[src/rtl/fwrd_bypass_unit_pkg.sv]
// Shared types and constants for the forwarding/bypass unit.
package fwrd_bypass_unit_pkg;

    localparam int unsigned PREG_W = 6;
    localparam int unsigned XLEN   = 32;

    // One held execute result.
    typedef struct packed {
        logic              valid;
        logic [PREG_W-1:0] preg;
        logic [XLEN-1:0]   val;
    } fwrd_entry_t;

    // Source selected by a lookup.
    typedef enum logic [1:0] {
        FWRD_MUX_NONE,
        FWRD_MUX_LIVE,
        FWRD_MUX_BUF
    } fwrd_mux;

endpackage

[src/rtl/fwrd_bypass_unit_if.sv]
// Result-capture and register-read lookup bundle for the bypass unit.
interface fwrd_bypass_unit_if
    import fwrd_bypass_unit_pkg::*;
#(
    parameter int unsigned DEPTH = 2
) ();

    localparam int unsigned OCC_W = $clog2(DEPTH + 1);

    logic              flush;
    logic              res_valid;
    logic [PREG_W-1:0] res_preg;
    logic [XLEN-1:0]   res_val;
    logic [PREG_W-1:0] src1_reg;
    logic [PREG_W-1:0] src2_reg;
    logic              src1_fwrd_hit;
    logic [XLEN-1:0]   src1_val;
    logic              src2_fwrd_hit;
    logic [XLEN-1:0]   src2_val;
    logic [OCC_W-1:0]  occupancy;

    // Pipeline side: drives results and lookup indices.
    modport master (
        output flush, res_valid, res_preg, res_val, src1_reg, src2_reg,
        input  src1_fwrd_hit, src1_val, src2_fwrd_hit, src2_val, occupancy
    );

    // Bypass unit side.
    modport slave (
        input  flush, res_valid, res_preg, res_val, src1_reg, src2_reg,
        output src1_fwrd_hit, src1_val, src2_fwrd_hit, src2_val, occupancy
    );

endinterface

[src/rtl/fwrd_bypass_unit_lookup.sv]
// Youngest-first priority match of one source register against the
// live result and the held entries.
module fwrd_bypass_unit_lookup
    import fwrd_bypass_unit_pkg::*;
#(
    parameter int unsigned DEPTH = 2
) (
    input  logic                    i_live_valid,
    input  logic [PREG_W-1:0]       i_live_preg,
    input  logic [XLEN-1:0]         i_live_val,
    input  fwrd_entry_t [DEPTH-1:0] i_entries,
    input  logic [PREG_W-1:0]       i_src_reg,
    output logic                    o_hit_c,
    output logic [XLEN-1:0]         o_val_c
);

    fwrd_mux         w_sel;
    logic [XLEN-1:0] w_buf_val;

    // Scan oldest to youngest so younger matches overwrite; live input wins last.
    always_comb begin
        w_sel     = FWRD_MUX_NONE;
        w_buf_val = '0;
        if (i_src_reg != '0) begin
            for (int i = int'(DEPTH) - 1; i >= 0; i--) begin
                if (i_entries[i].valid && (i_entries[i].preg == i_src_reg)) begin
                    w_sel     = FWRD_MUX_BUF;
                    w_buf_val = i_entries[i].val;
                end
            end
            if (i_live_valid && (i_live_preg == i_src_reg)) begin
                w_sel = FWRD_MUX_LIVE;
            end
        end
    end

    // Drive hit/value from the selected source; misses return zero.
    always_comb begin
        o_hit_c = 1'b0;
        o_val_c = '0;
        case (w_sel)
            FWRD_MUX_LIVE: begin
                o_hit_c = 1'b1;
                o_val_c = i_live_val;
            end
            FWRD_MUX_BUF: begin
                o_hit_c = 1'b1;
                o_val_c = w_buf_val;
            end
            default: begin
                o_hit_c = 1'b0;
                o_val_c = '0;
            end
        endcase
    end

endmodule

[src/rtl/fwrd_bypass_unit.sv]
// Age-ordered bypass buffer holding execute results until the register
// file write becomes visible, with two zero-latency source lookups.
module fwrd_bypass_unit
    import fwrd_bypass_unit_pkg::*;
#(
    parameter int unsigned DEPTH = 2
) (
    input  logic               clk,
    input  logic               rst,
    fwrd_bypass_unit_if.slave  bus
);

    localparam int unsigned OCC_W = $clog2(DEPTH + 1);

    fwrd_entry_t [DEPTH-1:0] r_entries;
    fwrd_entry_t [DEPTH-1:0] w_next;
    logic [OCC_W-1:0]        r_occ;
    logic [OCC_W-1:0]        w_next_occ;
    logic                    w_live_valid;

    // A flushed result must not be forwarded in its own cycle either.
    assign w_live_valid = bus.res_valid && !bus.flush;

    // Unconditional age shift; the oldest entry falls off into the register file.
    always_comb begin
        w_next = '0;
        if (!bus.flush) begin
            for (int i = int'(DEPTH) - 1; i > 0; i--) begin
                w_next[i] = r_entries[i-1];
            end
            w_next[0].valid = bus.res_valid && (bus.res_preg != '0);
            w_next[0].preg  = bus.res_preg;
            w_next[0].val   = bus.res_val;
        end
    end

    // Popcount of the next-state valid bits, so occupancy is a plain register.
    always_comb begin
        w_next_occ = '0;
        for (int i = 0; i < int'(DEPTH); i++) begin
            w_next_occ = w_next_occ + OCC_W'(w_next[i].valid);
        end
    end

    // Buffer and occupancy state; reset clears every field.
    always_ff @(posedge clk) begin
        if (rst) begin
            r_entries <= '0;
            r_occ     <= '0;
        end else begin
            r_entries <= w_next;
            r_occ     <= w_next_occ;
        end
    end

    assign bus.occupancy = r_occ;

    fwrd_bypass_unit_lookup #(.DEPTH(DEPTH)) u_lookup_src1 (
        .i_live_valid (w_live_valid),
        .i_live_preg  (bus.res_preg),
        .i_live_val   (bus.res_val),
        .i_entries    (r_entries),
        .i_src_reg    (bus.src1_reg),
        .o_hit_c      (bus.src1_fwrd_hit),
        .o_val_c      (bus.src1_val)
    );

    fwrd_bypass_unit_lookup #(.DEPTH(DEPTH)) u_lookup_src2 (
        .i_live_valid (w_live_valid),
        .i_live_preg  (bus.res_preg),
        .i_live_val   (bus.res_val),
        .i_entries    (r_entries),
        .i_src_reg    (bus.src2_reg),
        .o_hit_c      (bus.src2_fwrd_hit),
        .o_val_c      (bus.src2_val)
    );

endmodule

[src/flat_wrapper.sv]
// flat-port wrapper written by rule: the top's interface ports become plain ports
module fwrd_bypass_unit_flat import fwrd_bypass_unit_pkg::*;
#(
    parameter int unsigned DEPTH = 2
)
  (clk, rst, bus_flush, bus_res_valid, bus_res_preg, bus_res_val, bus_src1_reg, bus_src2_reg, bus_src1_fwrd_hit, bus_src1_val, bus_src2_fwrd_hit, bus_src2_val, bus_occupancy);
  fwrd_bypass_unit_if #(.DEPTH(DEPTH)) bus_i ();
  input  logic clk;
  input  logic rst;
  input wire logic [$bits(bus_i.flush)-1:0] bus_flush;
  input wire logic [$bits(bus_i.res_valid)-1:0] bus_res_valid;
  input wire logic [$bits(bus_i.res_preg)-1:0] bus_res_preg;
  input wire logic [$bits(bus_i.res_val)-1:0] bus_res_val;
  input wire logic [$bits(bus_i.src1_reg)-1:0] bus_src1_reg;
  input wire logic [$bits(bus_i.src2_reg)-1:0] bus_src2_reg;
  output wire logic [$bits(bus_i.src1_fwrd_hit)-1:0] bus_src1_fwrd_hit;
  output wire logic [$bits(bus_i.src1_val)-1:0] bus_src1_val;
  output wire logic [$bits(bus_i.src2_fwrd_hit)-1:0] bus_src2_fwrd_hit;
  output wire logic [$bits(bus_i.src2_val)-1:0] bus_src2_val;
  output wire logic [$bits(bus_i.occupancy)-1:0] bus_occupancy;
  assign bus_i.flush = bus_flush;
  assign bus_i.res_valid = bus_res_valid;
  assign bus_i.res_preg = bus_res_preg;
  assign bus_i.res_val = bus_res_val;
  assign bus_i.src1_reg = bus_src1_reg;
  assign bus_i.src2_reg = bus_src2_reg;
  assign bus_src1_fwrd_hit = bus_i.src1_fwrd_hit;
  assign bus_src1_val = bus_i.src1_val;
  assign bus_src2_fwrd_hit = bus_i.src2_fwrd_hit;
  assign bus_src2_val = bus_i.src2_val;
  assign bus_occupancy = bus_i.occupancy;
  fwrd_bypass_unit #(.DEPTH(DEPTH)) u_core (.clk(clk), .rst(rst), .bus(bus_i));
endmodule
[config.mk]
export PLATFORM = sky130hd
export DESIGN_NAME = fwrd_bypass_unit_flat
export DESIGN_NICKNAME = d
export VERILOG_FILES = /design/src/rtl/fwrd_bypass_unit_pkg.sv /design/src/rtl/fwrd_bypass_unit_if.sv /design/src/rtl/fwrd_bypass_unit_lookup.sv /design/src/rtl/fwrd_bypass_unit.sv /design/src/flat_wrapper.sv
export SDC_FILE = /design/constraint.sdc
export NUM_CORES = 1
export LEC_CHECK = 0
export CORE_MARGIN = 2
export CORE_UTILIZATION = 46
export DETAILED_ROUTE_END_ITERATION = 10
export PLACE_DENSITY = 0.84
export SLEW_MARGIN = 15
export SYNTH_ARGS = -nofsm -noshare
export SYNTH_HDL_FRONTEND = slang
export SYNTH_HIERARCHICAL = 1
export SYNTH_SLANG_ARGS = --single-unit
[constraint.sdc]
create_clock -name clk -period 5.6 [get_ports clk]
set_input_delay 1.12 -clock clk [delete_from_list [all_inputs] [get_ports clk]]
set_output_delay 1.12 -clock clk [all_outputs]
set_load 0.05 [all_outputs]
# Word level (Yosys, flattened, before mapping)
# Cells that the tools add are included.
# W data, S select, Z words.
[totals]
regBits = 80
in_bits = 54
word_cells = 52
[op_classes]
add_sub_neg = 1
eq_ne = 10
mux = 19
n_reduce_logical = 15
[op_table]
columns = ["cell", "count"]
rows = [
  ["$mux W32", 6],
  ["$pmux W32 S2", 2],
  ["$mux W78", 1],
  ["$eq A6 B6 Y1", 6],
  ["$reduce_bool A6 Y1", 3],
  ["$mux W2", 8],
  ["$logic_and A1 B1 Y1", 8],
  ["$reduce_or A2 Y1", 3],
  ["$eq A2 B1 Y1 const B", 2],
  ["$eq A2 B2 Y1 const B", 2],
  ["$add A1 B1 Y2", 1],
  ["$mux W1", 2],
  ["$logic_not A1 Y1", 1],
]

# Longest topological paths before layout
# Gate-level depths: netlist of the first run.
[depth]
ltp_word = 9
mapped_depth = 7
mapped_depth_nobuf = 6

# Modules after synthesis
# The synthesis of the first run kept the hierarchy.
[by_module_without_submodules]
columns = ["module", "n_inst", "cells_each", "area_per_inst_um2", "seq_area_each_um2"]
rows = [
  ["fwrd_bypass_unit", 1, 176, 2272.2, 1601.5],
  ["fwrd_bypass_unit_lookup", 2, 104, 913.4, 0.0],
]

# Worst setup path after synthesis of the first run
# Ideal clock, no wire load.
[synth_timing]
path_type = "input to output"
start = "input port bus_src1_reg[3]"
end = "output port bus_src1_val[0]"
arrival_ps = 2912
slack_ps = 1568
path_stages = 5
path_cell_list = "xor2_1 nor4_4 o211ai_2 buf_2 o2bb2ai_1"
[synth_via]
elab_chain_len = 8
word_cells_on_any_way = 17
[synth_lines]
columns = ["element", "line_no", "rtl"]
rows = [
  ["start, declared", "flat_wrapper.sv:14", "input wire logic [$bits(bus_i.src1_reg)-1:0] bus_src1_reg;"],
  ["$eq A6 B6 Y1", "fwrd_bypass_unit_lookup.sv:26", "if (i_entries[i].valid && (i_entries[i].preg == i_src_reg)) begin"],
  ["$logic_and A1 B1 Y1", "fwrd_bypass_unit_lookup.sv:26", ""],
  ["$mux W2 (2 in series)", "fwrd_bypass_unit_lookup.sv:26", ""],
  ["$mux W2", "fwrd_bypass_unit_lookup.sv:31", "if (i_live_valid && (i_live_preg == i_src_reg)) begin"],
  ["$mux W2", "fwrd_bypass_unit_lookup.sv:24", "if (i_src_reg != '0) begin"],
  ["$eq A2 B2 Y1 / $eq A2 B1 Y1 (equally long branches)", "fwrd_bypass_unit_lookup.sv:41", "case (w_sel)"],
  ["$pmux W32 S2 (*)", "fwrd_bypass_unit_lookup.sv:41", ""],
  ["end, declared", "flat_wrapper.sv:17", "output wire logic [$bits(bus_i.src1_val)-1:0] bus_src1_val;"],
]
# Mark *: on every way between the ends. The rest lies on a longest branch, timed or not.

# Worst setup path after layout of the first run
[layout_timing]
start = "input port bus_src1_reg[2]"
end = "output port bus_src1_fwrd_hit"
[layout_via]
elab_chain_len = 9
word_cells_on_any_way = 15
[layout_lines]
columns = ["element", "line_no", "rtl"]
rows = [
  ["$eq A6 B6 Y1", "fwrd_bypass_unit_lookup.sv:26", ""],
  ["$logic_and A1 B1 Y1", "fwrd_bypass_unit_lookup.sv:26", ""],
  ["$mux W2 (2 in series)", "fwrd_bypass_unit_lookup.sv:26", ""],
  ["$mux W2", "fwrd_bypass_unit_lookup.sv:31", ""],
  ["$mux W2 (*)", "fwrd_bypass_unit_lookup.sv:24", ""],
  ["$eq A2 B2 Y1 / $eq A2 B1 Y1 (equally long branches)", "fwrd_bypass_unit_lookup.sv:41", ""],
  ["$reduce_or A2 Y1 (no source line) (*)", "n/a", ""],
  ["$mux W1 (*)", "fwrd_bypass_unit_lookup.sv:41", ""],
  ["end, declared", "flat_wrapper.sv:16", "output wire logic [$bits(bus_i.src1_fwrd_hit)-1:0] bus_src1_fwrd_hit;"],
]
# Marks and branches as above.

==> flow_summary.toml, run 1 <==
[yosys]
synth_largest_type_area_fraction_pct = 39.1
synth_commonest_cells = "dfxtp_1, mux2i_1, o2bb2ai_1"
yosysWarningCount = 6
number_of_enable_flip_flop_cells_after_synthesis = 0
post_synth_main_area_contributors = "dfxtp_1, mux2i_1, o2bb2ai_1"
syn_inst = 384
syn_area_sq_mm = 0.00410
most_common_cell_in_the_synthesized_netlist = "dfxtp_1"
synth.ff_latch_count = 80
postSynth.topFlopCell = "dfxtp_1"
synth.avg_cell_area_sq_um = 10.7
synth_async_sr_flop_share_pct = 0
synth.yosys.seq_area_share_pct = 39.1
ys_types = 28
yosys.area.top_type = "dfxtp_1"
mappedNetlistNets = 439

[drt]
detail_route.wl_per_cell_um = 17.9
num_vias = 3391
drt_drc_violations_left = 0
number_of_search_and_repair_iterations_in_the_first_detailed_routing_pass = 4
ant_nets = 0
drtIter0Drc = 103
finalWirelength_um = 11000
route.detailed.vias_per_inst = 5.51

[timing]
grt_setup_unrepaired = "false"
final_max_slew_violation_count = 0
worst_hold_slack_ps = 489
fin_worst_skew_ps = 7.02
setup_tns_ps = 0
relSlewSlack_pct = 47.4
tightest_slew_ps = 787
count_of_final_hold_check_violations = 0
max_clock_freq_mhz = 202
layout_setup_ws_ps = 660
final-setup-viol-count = 0
final.period_utilization_pct = 88.2
min_period_ps = 4940

[layout]
design.final.nets = 557
antenna-diode-count = 0
layout-drive-gt1-share_pct = 23.3
area_growth_pct = 51.9
finish.instance_area_sq_mm = 0.00622
fillCellCount = 662
multiInputGateArea_sq_mm = 0.00231
sequential_cell_area_sq_mm = 0.00160
instances_no_fill = 615

[place]
dp.final_hpwl_um = 7890
worst_setup_slack_before_clock_tree_synthesis_ps = 655
placed_area_sq_mm = 0.00600
port-buffer-count = 121
placed_cells_incl_taps = 599
gpl.final_weighted_congestion = 0.905

[setup_path]
worstRegToRegCells = 3
critPathRequiredTime_ps = 4480
critical_path_class = "input pin to primary output"
timing.critical_path.to_type = "primary output"
reg2reg_from = "u_core/r_entries[38]"
worst-path-max-fanout = 17
r2r_setup_slack_ps = 4520
start_kind = "input pin"
cp.arrival_ps = 3820
critical_path.reg2reg.endpoint = "u_core/bus.occupancy[0]"

[clocking]
cts_tree = "built"
cts.repair.resized = 0
clk_path_buf_depth = 2
worst_skew_pair.late_latency_ps = 340
cts.root.buffer_cell = "clkbuf_8"
postCtsSetupRepairBufs = 0
clkSinkCount = 80
clk_transition_reported_paths_ps = 80
cts_inserted_buffers = 9
cts.htree.levels = 3
hold_buffers = 0

[power_and_ir_drop]
power_density_mw_per_mm2 = 192
p_int_mw = 0.917
irDropWorstVdd_mv = 0.110
clock_power_share_pct = 39.4
sw_share_pct = 23.2
sequentialPowerShare_pct = 50.0
combinationalPowerShare_pct = 10.6
p_leak_nw = 2.11
power_switching_mw = 0.278

[grt]
track_usage_pct = 22.6
grt_pass1_wl_um = 17700
grt.overflow.total = 0
grt_max_degree = 78
antenna_found_initial = 0
first_global_vias = 3556

[floorplanning]
core_region_area_sq_mm = 0.00868
initial_cell_density_of_the_core_pct = 47.2
floorplan.die.height_um = 98.4
rows = 34
num_io_pins = 122
die_w_um = 98.4
fp.dieArea_sq_mm = 0.00968

[run]
max_cap_violations = 0

[worst_hold_path]
worstHoldEndpoint = "u_core/r_entries[41]"
worst_hold_path.num_cells = 1
hold_start = "u_core/r_entries[2]"
hold_class = "flip-flop to flip-flop"

[status]
status = "finished, final reports clean"
[worst max-delay path by stage]
stage                    startpoint                end
finish              bus_src1_reg[2]  bus_src1_fwrd_hit
floorplan           bus_src1_reg[3]    bus_src1_val[0]
global placement    bus_src1_reg[2]  bus_src1_fwrd_hit
global route        bus_src1_reg[2]  bus_src1_fwrd_hit
CTS                 bus_src1_reg[2]  bus_src1_fwrd_hit
detailed placement  bus_src1_reg[2]  bus_src1_fwrd_hit
[state kept, by name (all words and copies together), names as in the netlist]
| signal | count |
|---|---|
| u_core/bus.occupancy | 2 |
| u_core/r_entries | 78 |
[cells by family after synthesis]
group,Yosys count,share of synthesized area [%]
and+or+nand+nor,104,18.0
DFF,80,39.1
AOI/OAI and AO/OA,70,14.8
muxes,64,15.6
xor gates and xnor gates,36,7.69
buffers and inverters,29,4.49
adders and majority gates,1,0.305
[routing by layer]
metal,GRT usage (%),vias up,wire [um]
met1,25.6,1656,4550
met5,0,-,0
met3,3.65,20,417
li1,-,1609,-
met2,42.4,106,5850
met4,8.01,0,196
[power groups by stage]
| stage | combinational [mW] | sequential (mW) | clock [mW] |
|---|---|---|---|
| 6_report | 0.127 | 0.597 | 0.471 |
| 5_1_grt | 0.135 | 0.599 | 0.502 |
| 4_1_cts | 0.127 | 0.597 | 0.478 |
| 3_5_place_dp | 0.126 | 0.610 | 0 |
| 3_3_place_gp | 0.121 | 0.608 | 0 |
| 2_1_floorplan | 0.0579 | 0.608 | 0 |
[cells in the final DEF (no fill, tap or decap), types with 3 or more instances in the layout]
cell type        instances
dfxtp_1                 80
buf_12                  64
mux2i_1                 64
o2bb2ai_1               64
and2_1                  59
clkdlybuf4s50_1         57
and2_4                  18
xor2_1                  18
xnor2_1                 18
buf_4                   12
clkbuf_8                10
nand4_1                  6
or4_1                    4
nor2_1                   3
nor4_1                   3
a21oi_1                  3
inv_1                    3
[critical path, cell delays in order]
cell and delay, ps:
clkdlybuf4s50_1 600, xnor2_1 160, nand4_1 200, nor4_4 290
buf_4 370, nor2_1 90, a21oi_1 160, clkdlybuf4s50_1 830
[cell type report]
cell class              instances  area share [%]
repair buffers                133            31.2
well taps                     108            2.17
multi-input cells             275            37.2
flip-flops and latches         80            25.7
inverters                       3           0.181
clock buffers                  11            2.27
clock inverters                 5            1.29
[per-stage QoR]
| stage | utilization, % | power, mW |
|---|---|---|
| after floorplan | - | 0.666 |
| after global placement | 69.2 | 0.730 |
| after detailed placement | 69.2 | 0.736 |
| after CTS | 71.7 | 1.20 |
| after global routing | 71.7 | 1.24 |
| final | 71.7 | 1.19 |
Power figures use the tool's default switching activity.
==> run 2: changes to the inputs <==
- SLEW_MARGIN: 15 -> 20
==> results of run 2 <==
No change in the layout: final DEF, timing and power equal those of run 1.
==> run 3: changes to the inputs <==
- CAP_MARGIN: not set -> 25
==> results of run 3 <==
No change in the layout: final DEF, timing and power equal those of run 1.
